$ cat config.mk
export PLATFORM = sky130hd
export DESIGN_NAME = trig_pulse_arbiter
export DESIGN_NICKNAME = d
export VERILOG_FILES = /design/src/rtl/trig_pulse_arbiter.sv
export SDC_FILE = /design/constraint.sdc
export NUM_CORES = 1
export LEC_CHECK = 0
export CORE_ASPECT_RATIO = 1.4
export CORE_MARGIN = 2
export CORE_UTILIZATION = 55
export CTS_CLUSTER_DIAMETER = 40
export DETAILED_ROUTE_END_ITERATION = 7
export PLACE_DENSITY_LB_ADDON = 0.3
export RECOVER_POWER = 25
export SYNTH_ARGS = -nofsm -noshare
export SYNTH_HDL_FRONTEND = slang
export SYNTH_SLANG_ARGS = --single-unit
$ cat constraint.sdc
create_clock -name clk_i -period 7 [get_ports clk_i]
set_input_delay 1.05 -clock clk_i [delete_from_list [all_inputs] [get_ports clk_i]]
set_output_delay 1.05 -clock clk_i [all_outputs]
set_load 0.1 [all_outputs]
$ cat src/rtl/trig_pulse_arbiter.sv
// Round-robin arbiter sharing one stretched trigger line among NREQ sources.
// Define TRIG_ARB_PENDING_EN to hold edges that arrive while busy.
module trig_pulse_arbiter #(
    parameter int NREQ     = 4,
    parameter int LEN_BITS = 8
) (
    input  logic                clk_i,
    input  logic                rst_i,
    input  logic [NREQ-1:0]     req_i,
    input  logic [NREQ-1:0]     enable_i,
    input  logic [LEN_BITS-1:0] stretch_len_i,
    input  logic [LEN_BITS-1:0] holdoff_len_i,
    output logic                trig_out_o,
    output logic [NREQ-1:0]     trig_id_o,
    output logic                busy_o,
    output logic [15:0]         lost_count_o
);

    localparam int PW = (NREQ > 1) ? $clog2(NREQ) : 1;

    typedef enum logic [1:0] {
        S_IDLE,
        S_PULSE,
        S_HOLD
    } state_t;

    state_t              state_q;
    logic [LEN_BITS-1:0] cnt_q;
    logic [LEN_BITS-1:0] hold_q;
    logic [PW-1:0]       ptr_q;
    logic [PW-1:0]       ptr_d;
    logic [NREQ-1:0]     req_q;
    logic [NREQ-1:0]     edge_w;
    logic [NREQ-1:0]     cand_w;
    logic [NREQ-1:0]     gnt_w;
    logic [NREQ-1:0]     lost_w;
    logic [NREQ-1:0]     id_q;
    logic [15:0]         lost_q;
    logic [15:0]         lost_d;
    logic [16:0]         lost_sum;
    logic                trig_q;
    logic                busy_q;
    logic                any_gnt;
    int                  idx;

    assign edge_w = req_i & ~req_q & enable_i;

`ifdef TRIG_ARB_PENDING_EN
    logic [NREQ-1:0] pend_q;
    logic [NREQ-1:0] pend_d;

    always_comb begin
        cand_w = pend_q | edge_w;
        // An edge is only dropped when its source already has one queued.
        lost_w = edge_w & pend_q & ~gnt_w;
        pend_d = (pend_q | edge_w) & ~gnt_w & enable_i;
    end

    always_ff @(posedge clk_i or posedge rst_i) begin
        if (rst_i) begin
            pend_q <= '0;
        end else begin
            pend_q <= pend_d;
        end
    end
`else
    always_comb begin
        cand_w = edge_w;
        lost_w = edge_w & ~gnt_w;
    end
`endif

    // First candidate at ptr, ptr+1, ... wrapping at NREQ.
    always_comb begin
        gnt_w   = '0;
        ptr_d   = ptr_q;
        any_gnt = 1'b0;
        idx     = 0;
        if (state_q == S_IDLE) begin
            for (int k = 0; k < NREQ; k++) begin
                idx = int'(ptr_q) + k;
                if (idx >= NREQ) begin
                    idx = idx - NREQ;
                end
                if (!any_gnt && cand_w[idx]) begin
                    any_gnt    = 1'b1;
                    gnt_w[idx] = 1'b1;
                    ptr_d      = (idx == NREQ - 1) ? '0 : PW'(idx + 1);
                end
            end
        end
    end

    always_comb begin
        lost_sum = {1'b0, lost_q};
        for (int i = 0; i < NREQ; i++) begin
            lost_sum = lost_sum + 17'(lost_w[i]);
        end
        lost_d = lost_sum[16] ? 16'hFFFF : lost_sum[15:0];
    end

    always_ff @(posedge clk_i or posedge rst_i) begin
        if (rst_i) begin
            req_q  <= '0;
            lost_q <= '0;
        end else begin
            req_q  <= req_i;
            lost_q <= lost_d;
        end
    end

    always_ff @(posedge clk_i or posedge rst_i) begin
        if (rst_i) begin
            state_q <= S_IDLE;
            cnt_q   <= '0;
            hold_q  <= '0;
            ptr_q   <= '0;
            id_q    <= '0;
            trig_q  <= 1'b0;
            busy_q  <= 1'b0;
        end else begin
            unique case (state_q)
                S_IDLE: begin
                    if (any_gnt) begin
                        state_q <= S_PULSE;
                        trig_q  <= 1'b1;
                        busy_q  <= 1'b1;
                        id_q    <= gnt_w;
                        ptr_q   <= ptr_d;
                        hold_q  <= holdoff_len_i;
                        // cnt_q holds cycles remaining after the current one.
                        cnt_q   <= (stretch_len_i == '0) ? '0
                                 : stretch_len_i - LEN_BITS'(1);
                    end
                end
                S_PULSE: begin
                    if (cnt_q == '0) begin
                        trig_q <= 1'b0;
                        if (hold_q == '0) begin
                            state_q <= S_IDLE;
                            busy_q  <= 1'b0;
                        end else begin
                            state_q <= S_HOLD;
                            cnt_q   <= hold_q - LEN_BITS'(1);
                        end
                    end else begin
                        cnt_q <= cnt_q - LEN_BITS'(1);
                    end
                end
                S_HOLD: begin
                    if (cnt_q == '0) begin
                        state_q <= S_IDLE;
                        busy_q  <= 1'b0;
                    end else begin
                        cnt_q <= cnt_q - LEN_BITS'(1);
                    end
                end
                default: begin
                    state_q <= S_IDLE;
                    trig_q  <= 1'b0;
                    busy_q  <= 1'b0;
                end
            endcase
        end
    end

    assign trig_out_o   = trig_q;
    assign trig_id_o    = id_q;
    assign busy_o       = busy_q;
    assign lost_count_o = lost_q;

endmodule

* Word level (Yosys, flattened, before mapping)
Cells that the tools add are included.
** Storage, ports and cells
- Output and inout port bits :: 22
- Bits of input ports :: 26
- Logic and storage cells :: 152
- Register bits :: 46
** Cells by class
- Mux-type cells :: 70
- $lt $le $gt $ge :: 12
- Equality and inequality tests :: 12
- Add/sub/neg operators :: 18
- Reductions and logical operators :: 22
- Bitwise operators :: 9
** Operators with widths (count)
- 32-bit 2-to-1 mux :: 8
- 32-bit by 3-bit == test with 1-bit output, second input constant :: 4
- 32-bit by 1-bit greater-or-equal comparator with 1-bit output, second input constant :: 4
- 32-bit by 4-bit less-than comparator with 1-bit output, second input constant :: 4
- 17-bit by 1-bit adder with 17-bit output :: 3
- 8-bit 2-to-1 mux :: 5
- 4-bit 2-to-1 mux :: 8
- 8-bit logical NOT :: 3
- 1-bit 2-to-1 mux :: 24
- 2-bit 2-to-1 mux :: 12
- 8-bit one-hot mux with 3 select lines :: 1
- 8-bit by 1-bit subtractor with 8-bit output, second input constant :: 3
- 16-bit by 1-bit adder with 17-bit output :: 1
- 16-bit 2-to-1 mux :: 1
- 4-bit AND :: 3
- 4-bit bitwise OR :: 3
- 3-bit by 3-bit subtractor with 4-bit output, second input constant :: 3
- 2-bit inequality test, second input constant :: 5
- 3-bit greater-or-equal comparator, second input constant :: 3
- 3-bit AND reduction :: 3
- 2-bit adder, second input constant :: 4
- 1-bit binary-select mux with 2-bit select :: 4
- 1-bit demux with 2-bit select :: 4
- 4-bit inverter :: 2
- other kinds (17) :: 28

* Logic depth before layout (Yosys ltp)
Gate-level depths: netlist of the first run.
- Depth in word-level cells :: 27
- Depth in mapped cells :: 19
- Depth with buffers taken out :: 18

* Least setup slack after synthesis of the first run
OpenSTA, ideal clock, no wires.
- Path type :: reg2reg
- Start :: register ptr_q[0]
- End :: register lost_q[10] (netlist: lost_count_o[10])
- Arrival time :: 4.679 ns
- Required time :: 6.866 ns
- Cell stages (with the launch flop) :: 20
- Slack :: 2.187 ns
- Clock period less this slack :: 4.813 ns
- Buffers on the path :: 1
- Library setup time :: 0.134 ns
- Cells stage by stage :: dfrtp_1 -> clkinv_1 -> ha_1 -> nor4bb_1 -> a211o_1 -> a22oi_1 -> a221o_1 -> a32oi_1 -> nand2_1 -> fa_1 -> inv_1 -> fa_1 -> inv_1 -> fa_1 -> nor2_1 -> and2_0 -> and4_1 -> nand2b_1 -> clkbuf_1 -> nand2_1
** Between the ends
- Word-level cells in the longest chain between the ends :: 27
- Elaborated cells on any way between the ends :: 81
- Classes of those cells :: add/sub (11); order compare (12); mux (43); bitwise (5); reduce/logical (10)
** Ends and longest elaborated chain
- start, declared :: RTL line 30 : logic [PW-1:0] ptr_q;
- start signal, assigned :: RTL line 129 : ptr_q <= ptr_d;
- parallel branches: the longest is 18 deep, another holds 32-bit by 1-bit greater-or-equal comparator with 1-bit output
- 4-bit 2-to-1 mux (*) :: RTL line 85 : if (!any_gnt && cand_w[idx]) begin
- 4-bit 2-to-1 mux (*) :: RTL line 79 : if (state_q == S_IDLE) begin
- 4-bit inverter (*) :: RTL line 69 : lost_w = edge_w & ~gnt_w;
- 4-bit AND (*) :: RTL line 69
- 16-bit by 1-bit adder with 17-bit output :: RTL line 97 : lost_sum = lost_sum + 17'(lost_w[i]);
- 17-bit by 1-bit adder with 17-bit output (2 in series) :: RTL line 97
- 17-bit by 1-bit adder with 17-bit output (*) :: RTL line 97
- 16-bit 2-to-1 mux (*) :: RTL line 99 : lost_d = lost_sum[16] ? 16'hFFFF : lost_sum[15:0];
- named net lost_d[10] :: RTL line 39 : logic [15:0] lost_d;
- end signal, assigned :: RTL line 108 : lost_q <= lost_d;
- end, declared :: RTL line 38 : logic [15:0] lost_q;
Mark *: on every way through the listed nets, which the timed path passes. The select of a mux whose other input is x is not followed.
A chain may end at the register's enable or synchronous reset.

* Worst setup path in the final report of the first run
- Start :: register ptr_q[0]
- End :: register lost_q[6] (netlist: lost_count_o[6])
Same word-level chain as after synthesis.

==> results.tsv, run 1 <==
metric	value	unit
status	complete, but fails checks	
failing checks	max-capacitance violations, max-slew violations	
fin crit period	5.984	ns
RR Startpoint	ptr_q[0]$_DFFE_PP0P_	
Max FO, Critical Path	17	
EDFF count, synth	0	
Synth Area per Inst	8.742	sq um
share of power burned in registers	27.8	%
Max VDD drop	388.6	uV
Crit Path Class	reg -> reg	
root buf cell	clkbuf_8	
DR vias/cell	6.118	
Gates resized, CTS repair	0	
DRT Pass-1 Iters	5	
Switching Fraction	52.66	%
final hold viol count	0	
simple logic cell fraction of the synthesized area	24.11	%
Pint	825.2	uW
initial DRC count	163	
antenna cells	0	
Post-Syn Instances	371	
Final period util	85.49	%
Leakage	1.707	nW
worst-margin pin slew	1.732	ns
Worst R2R Path Depth	18	
Final Non-Filler Cells	483	
Die Area	6536	sq um
Die Ht	94.86	microns
maximum clock path buffer count	2	
DP Wirelength	5672	microns
vias in the first global route	2873	
Hold Crit Class	reg -> reg	
Adder-Cell Fraction of Synth Area	8.025	%
Worst Setup SP	ptr_q[0]$_DFFE_PP0P_	
Clock power frac	11.5	%
Clock transition at path regs	0.09	ns
top post-synthesis cells by count	nand2_1 (59), dfrtp_1 (46), nor2_1 (25)	
DRT antenna net count	0	
CP startpoint kind	flop	
Core Region	5781	sq um
Synth Area in XOR/XNOR	6.211	%
unique cell type count in the Yosys netlist	64	
count leader, synth	nand2_1	
initial antenna violation count	0	
final setup TNS	0	ns
Initial Util	56.10	%
RSZ-0062 raised after global routing	no	
Synth Area in Compound Gates	18.87	%
PwrDens	451.7	nW/um^2
Slew Limit Fails	47	
fin nets	457	
Buffers on Ports	47	
largest net degree at the start of global routing	47	
hold_buf cts	0	
HP Start	trig_id_o[1]$_DFFE_PP0P_	
Max Fclk	167.1	MHz
sequential standard cell area	1151	sq um
gr usage total	24.81	%
DR vias	2955	
fraction of layout cells with a size suffix above 1	4.358	%
Inserted Clock Buffers	5	
sequential area share after synthesis	35.49	%
CTS tree	built	
Req. time, crit path	7.15	ns
asr flop ratio synth	100.0	%
clock skew	0.007871	ns
Reg-to-Reg End	lost_count_o[6]$_DFF_PP0_	
Post-synth top flop	dfrtp_1	
placed cells	475	
Hold WS	0.4887	ns
footprint of the multi-input gates	1951	sq um
postcts setup bufs	0	
TritonCTS Sinks	46	
Core Util, Final	66.75	%
CP endpoint	lost_count_o[6]$_DFF_PP0_	
flop2flop setup slack	1.02	ns
site row count	33	
area leader, netlist	dfrtp_1	
setup violators final	0	
Comb power frac	60.7	%
worst skew pair latency	0.30	ns
Worst slew margin	-15.60	%
max-cap viol count	1	
Worst EP arrival	6.14	ns
Die Wd	68.90	microns
number of fill cells	479	
cell area after synthesis	3243	sq um
DRC	0	
FF+latch count, synth	46	
Net Sw Power	917.8	uW
mux contribution to synthesized area	2.932	%
largest family of logic cells by synthesized area	simple AND/OR/NAND/NOR gates	
Syn Nets	416	
Critical Path Sink Type	flop	
share of the synthesized area in the top cell type	35.49	%
first-pass GRT wire length	12470	microns
wire per inst	15.86	microns
YS warnings	0	
CTS HTree Levels	2	
Routed Wire Length	7659	microns
gr ovfl total	0	
Synth-to-Final Area Change	18.98	%
Area contributors post-synth	dfrtp_1 (35%), nand2_1 (6.8%), ha_1 (6.2%), xnor2_1 (3.5%), a21oi_1 (3.1%)	
IO Pins	48	
global placement routability congestion	0.9473	
[cell usage in the layout, fill, tap and decap left out, types with 5 or more instances in the layout]
cell and n:
mux2i_1 5, nor3_1 11, dlygate4sd3_1 5, clkbuf_8 5, o21ai_0 13, inv_1 20
a31oi_1 5, dfrtp_1 46, o211ai_1 5, xor2_1 10, a32oi_1 5, a21oi_1 20
nand3_1 8, nor4_1 5, ha_1 16, nand2_1 59, o22ai_1 6, nor2_1 25
clkdlybuf4s50_1 42, xnor2_1 13
[layout make-up]
type / count / area share (%)
Clock buffer: 5 / 1.783
Sequential cell: 46 / 29.83
Tap cell: 70 / 2.270
Timing Repair Buffer: 48 / 12.39
Multi-Input combinational cell: 290 / 50.55
Clock inverter: 3 / 1.135
Inverter: 21 / 2.043
[critical path, cell delays in order, from the launching register on]
cell and delay [ns]:
dfrtp_1 0.70, clkinv_1 0.40, ha_1 0.59, nor4bb_1 0.73
a211o_1 0.18, a22oi_1 0.13, a221o_1 0.38, a32oi_1 0.21
nand2_1 0.11, fa_1 0.51, inv_1 0.06, fa_1 0.44
inv_1 0.08, fa_1 0.23, nor2_1 0.07, and2_0 0.24
and4_1 0.26, nand2b_1 0.35, o21ai_0 0.16
[per-layer routing]
layer	vias to the layer above	wire length [microns]	GRT usage, %
li1	1422	-	-
met1	1430	3194	28.66
met2	77	4021	44.79
met3	26	219	2.980
met4	0	223	10.29
met5	-	0	0
[through the flow]
step | total power [mW] | setup slack [ns] | area, sq um
2_1_floorplan | 1.288 | 2.187 | 3243
3_3_place_gp | 1.514 | 1.260 | 3746
3_5_place_dp | 1.536 | 1.099 | 3746
4_1_cts | 1.742 | 1.040 | 3859
5_1_grt | 1.860 | 0.3693 | 3859
6_report | 1.743 | 1.016 | 3859
[power groups by stage]
stage | registers [mW] | clock network [mW] | logic (mW)
2_1_floorplan | 0.736 | 0 | 0.552
3_3_place_gp | 0.482 | 0 | 1.03
3_5_place_dp | 0.486 | 0 | 1.05
4_1_cts | 0.482 | 0.205 | 1.06
5_1_grt | 0.500 | 0.214 | 1.15
6_report | 0.484 | 0.201 | 1.06
[state kept, by name (all words and copies together) (netlist names)]
signal        cells
lost_count_o     16
cnt_q             8
hold_q            8
req_q             4
trig_id_o         4
ptr_q             2
state_q           2
busy_o            1
trig_out_o        1
[logic make-up (layout without fill, tap and decap cells)]
group | after synthesis | in the layout
AO/OA/AOI/OAI | 88 | 88
buffers and inverters | 35 | 77
adder cells (fa/ha/maj) | 19 | 19
multiplexers | 8 | 8
flip-flops | 46 | 46
AND/OR/NAND/NOR | 152 | 152
XOR/XNOR | 23 | 23
[how the worst min path moves through the flow]
stage               slack [ns]                        to  cells past startpoint
CTS                       0.50  trig_id_o[1]$_DFFE_PP0P_                      2
floorplan                 0.48     hold_q[5]$_DFFE_PP0P_                      2
global placement          0.46  trig_id_o[1]$_DFFE_PP0P_                      2
global route              0.53  trig_id_o[1]$_DFFE_PP0P_                      2
detailed placement        0.47  trig_id_o[1]$_DFFE_PP0P_                      2
finish                    0.49  trig_id_o[1]$_DFFE_PP0P_                      2
Power figures use the tool's default switching activity.
==> run 2, diff against run 1 <==
--- a/config.mk
+++ b/config.mk
@@ -8,6 +8,7 @@
 export CORE_ASPECT_RATIO = 1.4
 export CORE_MARGIN = 2
 export CORE_UTILIZATION = 55
+export CTS_BUF_LIST = sky130_fd_sc_hd__clkbuf_8
 export CTS_CLUSTER_DIAMETER = 40
 export DETAILED_ROUTE_END_ITERATION = 7
 export PLACE_DENSITY_LB_ADDON = 0.3
==> results of run 2 <==
Final layout, timing and power as in run 1 (identical DEF).
